--- src/rtl/otter_clint.sv ---
// otter_clint: memory-mapped mtime/mtimecmp/msip; drives MTIP (bit 7) and MSIP (bit 3).
// Optional mtime prescaler is built when OTTER_CLINT_PRESCALER_EN is defined.
module otter_clint #(
    parameter int PRESCALE = 1
) (
    input  logic        clk,
    input  logic        rst,
    input  logic [15:0] bus_addr,
    input  logic [31:0] bus_wdata,
    input  logic        bus_we,
    input  logic        bus_re,
    output logic [31:0] bus_rdata,
    output logic        bus_rvld,
    output logic        bus_err,
    output logic [31:0] intrpt
);

    localparam logic [15:0] ADDR_MSIP    = 16'h0000;
    localparam logic [15:0] ADDR_CMP_LO  = 16'h4000;
    localparam logic [15:0] ADDR_CMP_HI  = 16'h4004;
    localparam logic [15:0] ADDR_TIME_LO = 16'hBFF8;
    localparam logic [15:0] ADDR_TIME_HI = 16'hBFFC;

    logic [63:0] mtime;
    logic [63:0] mtimecmp;
    logic        msip;

    logic        sel_msip;
    logic        sel_cmp_lo;
    logic        sel_cmp_hi;
    logic        sel_time_lo;
    logic        sel_time_hi;
    logic        legal;
    logic        illegal;
    logic        wr_mtime;
    logic        mtip_next;
    logic        tick;
    logic [31:0] rd_mux;

    // Address decode; every legal address is word aligned by construction.
    always_comb begin
        sel_msip    = (bus_addr == ADDR_MSIP);
        sel_cmp_lo  = (bus_addr == ADDR_CMP_LO);
        sel_cmp_hi  = (bus_addr == ADDR_CMP_HI);
        sel_time_lo = (bus_addr == ADDR_TIME_LO);
        sel_time_hi = (bus_addr == ADDR_TIME_HI);
        legal       = sel_msip | sel_cmp_lo | sel_cmp_hi |
                      sel_time_lo | sel_time_hi;
        illegal     = (bus_we | bus_re) & ~legal;
        wr_mtime    = bus_we & (sel_time_lo | sel_time_hi);
        mtip_next   = (mtime >= mtimecmp);
    end

    // Read mux over pre-write, pre-tick register values.
    always_comb begin
        rd_mux = 32'd0;
        case (1'b1)
            sel_msip:    rd_mux = {31'd0, msip};
            sel_cmp_lo:  rd_mux = mtimecmp[31:0];
            sel_cmp_hi:  rd_mux = mtimecmp[63:32];
            sel_time_lo: rd_mux = mtime[31:0];
            sel_time_hi: rd_mux = mtime[63:32];
            default:     rd_mux = 32'd0;
        endcase
    end

`ifdef OTTER_CLINT_PRESCALER_EN
    localparam logic [31:0] RELOAD =
        (PRESCALE > 1) ? 32'(PRESCALE - 1) : 32'd0;

    logic [31:0] pre_cnt;

    assign tick = (pre_cnt == 32'd0);

    // Down-counter paces mtime; an mtime write restarts the period.
    always_ff @(posedge clk) begin
        if (rst) begin
            pre_cnt <= 32'd0;
        end else if (wr_mtime || tick) begin
            pre_cnt <= RELOAD;
        end else begin
            pre_cnt <= pre_cnt - 32'd1;
        end
    end
`else
    localparam int unused_prescale = PRESCALE;

    assign tick = 1'b1;
`endif

    // mtime: a half-word write wins over the tick and freezes the other half.
    always_ff @(posedge clk) begin
        if (rst) begin
            mtime <= 64'd0;
        end else if (bus_we && sel_time_lo) begin
            mtime[31:0] <= bus_wdata;
        end else if (bus_we && sel_time_hi) begin
            mtime[63:32] <= bus_wdata;
        end else if (tick) begin
            mtime <= mtime + 64'd1;
        end
    end

    // mtimecmp halves and msip are plain software-written registers.
    always_ff @(posedge clk) begin
        if (rst) begin
            mtimecmp <= '1;
            msip     <= 1'b0;
        end else if (bus_we) begin
            if (sel_cmp_lo) mtimecmp[31:0]  <= bus_wdata;
            if (sel_cmp_hi) mtimecmp[63:32] <= bus_wdata;
            if (sel_msip)   msip            <= bus_wdata[0];
        end
    end

    // Registered bus response and interrupt vector.
    always_ff @(posedge clk) begin
        if (rst) begin
            bus_rdata <= 32'd0;
            bus_rvld  <= 1'b0;
            bus_err   <= 1'b0;
            intrpt    <= 32'd0;
        end else begin
            bus_rdata <= bus_re ? rd_mux : 32'd0;
            bus_rvld  <= bus_re;
            bus_err   <= illegal;
            intrpt    <= {24'd0, mtip_next, 3'd0, msip, 3'd0};
        end
    end

endmodule

--- config.mk ---
export PLATFORM = sky130hd
export DESIGN_NAME = otter_clint
export DESIGN_NICKNAME = d
export VERILOG_FILES = /design/src/rtl/otter_clint.sv
export SDC_FILE = /design/constraint.sdc
export NUM_CORES = 1
export LEC_CHECK = 0
export BUFFER_PORTS_ARGS = -buffer_cell sky130_fd_sc_hd__buf_2
export CORE_MARGIN = 2
export CORE_UTILIZATION = 55
export DETAILED_ROUTE_END_ITERATION = 6
export PLACE_DENSITY = 0.73
export SLEW_MARGIN = 25
export SYNTH_ARGS = -nofsm -noshare
export SYNTH_HDL_FRONTEND = slang
export SYNTH_SLANG_ARGS = --single-unit
--- constraint.sdc ---
create_clock -name clk -period 5.5 [get_ports clk]
set_input_delay 0 -clock clk [delete_from_list [all_inputs] [get_ports clk]]
set_output_delay 0 -clock clk [all_outputs]
set_load 0.1 [all_outputs]
; ---- After elaboration in Yosys (flattened, before gate mapping)
; Cells that the tools add are included.
[totals]
out_inout_bits = 66
register_bits = 195
[classes]
reduce_logical = 8
muxes = 8
add_sub_neg = 1
n_lt_le_gt_ge = 1
bitwise = 8
n_eq_ne = 5
[op_table]
columns = operator, n
row1 = two-way mux 32 bit, 7
row2 = "adder 64 x 1 -> 64 bit, second input constant", 1
row3 = greater-or-equal comparator 64 bit, 1
row4 = "== test 16 x 15 -> 1 bit, second input constant", 2
row5 = "== test 16 bit, second input constant", 2
row6 = zero test 16 bit, 1
row7 = AND reduction 2 bit, 3
row8 = OR 1 bit, 5
row9 = OR reduction 3 bit, 1
row10 = logical AND 1 bit, 2
row11 = "inequality test 2 bit, second input constant", 1
row12 = inverter 1 bit, 2
row13 = OR reduction 2 bit, 1
row14 = AND 1 bit, 1
row15 = two-way mux 1 bit, 1

; ---- Longest topological paths before layout
[logic_depth]
word_depth = 7
ltp_mapped = 9

; ---- Worst setup path before layout
; OpenSTA, ideal clock, no wires.
[synth_timing]
path_type = flip-flop to flip-flop
start = reg mtime[7]
end = reg mtime[63]
slack_ns = 3.157
period_less_slack_ns = 2.343
required_time_ns = 5.409
arrival_time_ns = 2.252
stages_incl_launch_ff = 8
cell_sequence = dfxtp_1 nand4_4 nor4_4 nand2_4 or3_1 clkbuf_2 or3_1 a311oi_1
[synth_via]
elab_chain_cells = 2
[synth_rtl]
columns = element, line_no
row1 = "start, declared", 24  ; logic [63:0] mtime;
row2 = "start signal, assigned", 96  ; mtime[31:0] <= bus_wdata;
row3 = "start signal, assigned", 100  ; mtime <= mtime + 64'd1;
row4 = adder 64 x 1 -> 64 bit, 100
row5 = two-way mux 32 bit, 97  ; end else if (bus_we && sel_time_hi) begin
; Every way passes these cells.
; A chain may end at the register's enable or synchronous reset.

; ---- Worst setup path after layout
[layout_timing]
start = reg mtime[0]
end = reg mtime[46]
; Same word-level chain as after synthesis.

==> results.yml <==
outcome:
  status: "finished, violations left"
  failed_checks: "DRC"
yosys:
  yosys_warnings: 0
  synth-edff-count: 0
  synth.avg_cell_area_sq_um: 8.08
  synth_seq_cells: 165
  synth-simple-area-share: 0.246
  ys_seq_area_frac: 0.328
  synth-adder-area-share: 0.0809
  synth_area_sq_um: 10100
  synth_top_family_by_area: "simple AND/OR/NAND/NOR gates"
  synth.distinct_cells: 67
  synth-async-reset-ratio: 0
  yosys_most_used_dff: "dfxtp_1"
  muxShareOfSynthArea: 0.0689
  synth-compound-area-share: 0.185
  netlist_instances: 1245
  synth-xor-area-share: 0.0104
die:
  coreArea_sq_um: 18000
  io_pins: 118
  chipWidth_um: 139
  die_y_um: 139
  die_area_sq_um: 19400
  initial_core_util: 0.560
  rows: 49
sta:
  post-route-period-util: 0.584
  tightest_slew_ns: 1.05
  rsz0062_at_grt: "false"
  finalSetupTns_ns: 0
  hold_violations: 0
  finalSetupViolCount: 0
  finClkSkew_ns: 0.00797
  max_freq_mhz: 311
  post-route-min-period_ns: 3.21
  finalMaxSlewViolations: 0
  maxSlewHeadroom: 0.297
  timing.hold.ws_ns: 0.0295
final_layout:
  layout.nets: 1434
  insertedDiodeCount: 0
  final_common_cell: "dfxtp_1"
  layout_common_cells: "dfxtp_1 (165), nand2_1 (128), nor2_1 (116)"
  fin_util: 0.633
  area_growth_pct: 13.1
  drive_gt1_frac: 0.111
worst_setup_path:
  path_depth: 7
  critPathCapture: "mtime[46]"
  critical_path.max_fanout: 14
  arrival_ns: 3.49
  worstSetupStartpointType: "flop"
  rrSetupSlack_ns: 2.29
  cp_top_family: "simple AND/OR/NAND/NOR gates"
  crit_required_ns: 5.77
  cp_slowest_cell: "nor4_1"
  crit_type: "flop to flop"
  end_kind: "flop"
  r2r-end: "mtime[46]"
  crit_buf_inv: 0
  reg2regPathDepth: 7
  worstPathCellList: "ha_1 -> nand3_1 -> nor4_1 -> nand4_1 -> o211a_1 -> a211oi_1 -> a21oi_1"
  rr_startpoint: "mtime[0]"
  crit_path_max_incr_delay_ns: 0.74
  startpoint: "mtime[0]"
routing:
  drc: 11
  initialDrtViolationCount: 978
  viasPerCell: 6.13
  drt-pass1-iter-count: 7
  num_vias: 9532
  routed_wl_um: 28500
  post_drt_wl_per_cell_um: 18.3
  postRouteAntennaNets: 0
grt:
  grt_first_pass_wirelength_um: 46500
  antenna_found_initial: 0
  grt_start_max_net_pins: 84
  first_global_vias: 8795
  grt_overflow: 0
  grt_usage: 0.293
cts:
  clk_pin_slew_ns: 0.06
  cts-root-buf: "clkbuf_16"
  h-tree-depth: 4
  postCtsSetupBuffers: 0
  cts_sinks: 165
  clock_latency_ns: 0.43
  numCtsBuffers: 17
  cts_tree: "yes"
  clock_path_buffers: 2
placement:
  port_buffers: 87
  dp_hpwl_um: 19200
  gp_congestion: 0.922
pwr:
  power_mw: 2.61
  p_leak_nw: 5.21
  power_density_nw_per_um2: 230
  ir_drop_uv: 353
run:
  drv_cap: 0
worst_hold_path:
  min_from: "bus_addr[14]"
  hp-class: "primary input to flop"
[worst reg2reg max path: stages (launching register included)]
cell and delay, ns:
dfxtp_1 0.44, ha_1 0.22, nand3_1 0.20, nor4_1 0.74, nand4_1 0.70, o211a_1 0.42
a211oi_1 0.24, a21oi_1 0.10
[power by group]
part,switching [mW],total (mW),internal [mW],leakage [nW]
registers,0.00319,1.20,1.20,1.33
clock network,0.476,1.19,0.714,0.276
logic,0.167,0.222,0.0550,3.60
[state kept, by name, indices dropped and copies added (netlist names)]
signal,cells
mtime,64
mtimecmp,64
bus_rdata,32
intrpt,2
bus_err,1
bus_rvld,1
msip,1
[stage by stage]
stage | worst slack, ns | cell area [sq um] | std cells
final | 2.29 | 11400 | 1555
after global routing | 1.95 | 11400 | 1555
after CTS | 2.28 | 11400 | 1555
after detailed placement | 2.27 | 10500 | 1492
after global placement | 2.48 | 10500 | 1492
after floorplan | 3.16 | 10200 | 1274
[timing repair]
item                                   4_1_cts  5_1_grt
endpoints found under the hold margin      122        0
gates resized for setup                      0        0
hold buffers                                35        0
[worst min path at each step]
stage | endpoint | slack (ns) | cells past startpoint
6_report | bus_err | 0.03 | 4
5_1_grt | mtime[10] | 0.07 | 2
3_5_place_dp | mtimecmp[20] | 0.27 | 2
4_1_cts | bus_err | 0.003 | 4
2_1_floorplan | mtimecmp[10] | 0.12 | 1
3_3_place_gp | mtimecmp[20] | 0.27 | 2
[layer usage]
metal / vias to the layer above / global-route usage / share of wire
met5: - / 0 / 0
met2: 420 / 0.463 / 0.45
met1: 4472 / 0.409 / 0.45
met4: 0 / 0.0856 / 0.020
met3: 52 / 0.0537 / 0.071
li1: 4588 / - / -
[kinds of logic (layout without fill, tap and decap cells)]
logic type / count (synthesis) / after routing
flip-flops: 165 / 165
AND/OR/NAND/NOR: 481 / 481
XOR/XNOR: 12 / 12
multiplexers: 69 / 69
AO/OA/AOI/OAI: 267 / 267
other: 1 / 30
buffers and inverters: 185 / 237
adder cells (fa/ha/maj): 65 / 65
[synthesized netlist by cell type (all sizes together) (30+ instances only)]
master / count / area (sq um)
dfxtp: 165 / 3300
nand2: 129 / 492
nor2: 117 / 439
inv: 78 / 293
clkbuf: 69 / 260
mux2i: 67 / 671
ha: 65 / 813
a21oi: 59 / 295
o21ai: 43 / 215
buf: 38 / 258
nand4: 38 / 265
nand3b: 34 / 255
a211o: 33 / 289
nor3: 33 / 165
o22a: 31 / 272
nand3: 30 / 150
[final cells by class]
class	instances	area (sq um)
clock inverters	6	105
repair buffers	131	862
flip-flops and latches	165	3300
fillers	1595	6590
multi-input cells	924	6070
well taps	229	287
inverters	78	293
clock buffers	22	454
Power figures use the tool's default switching activity.
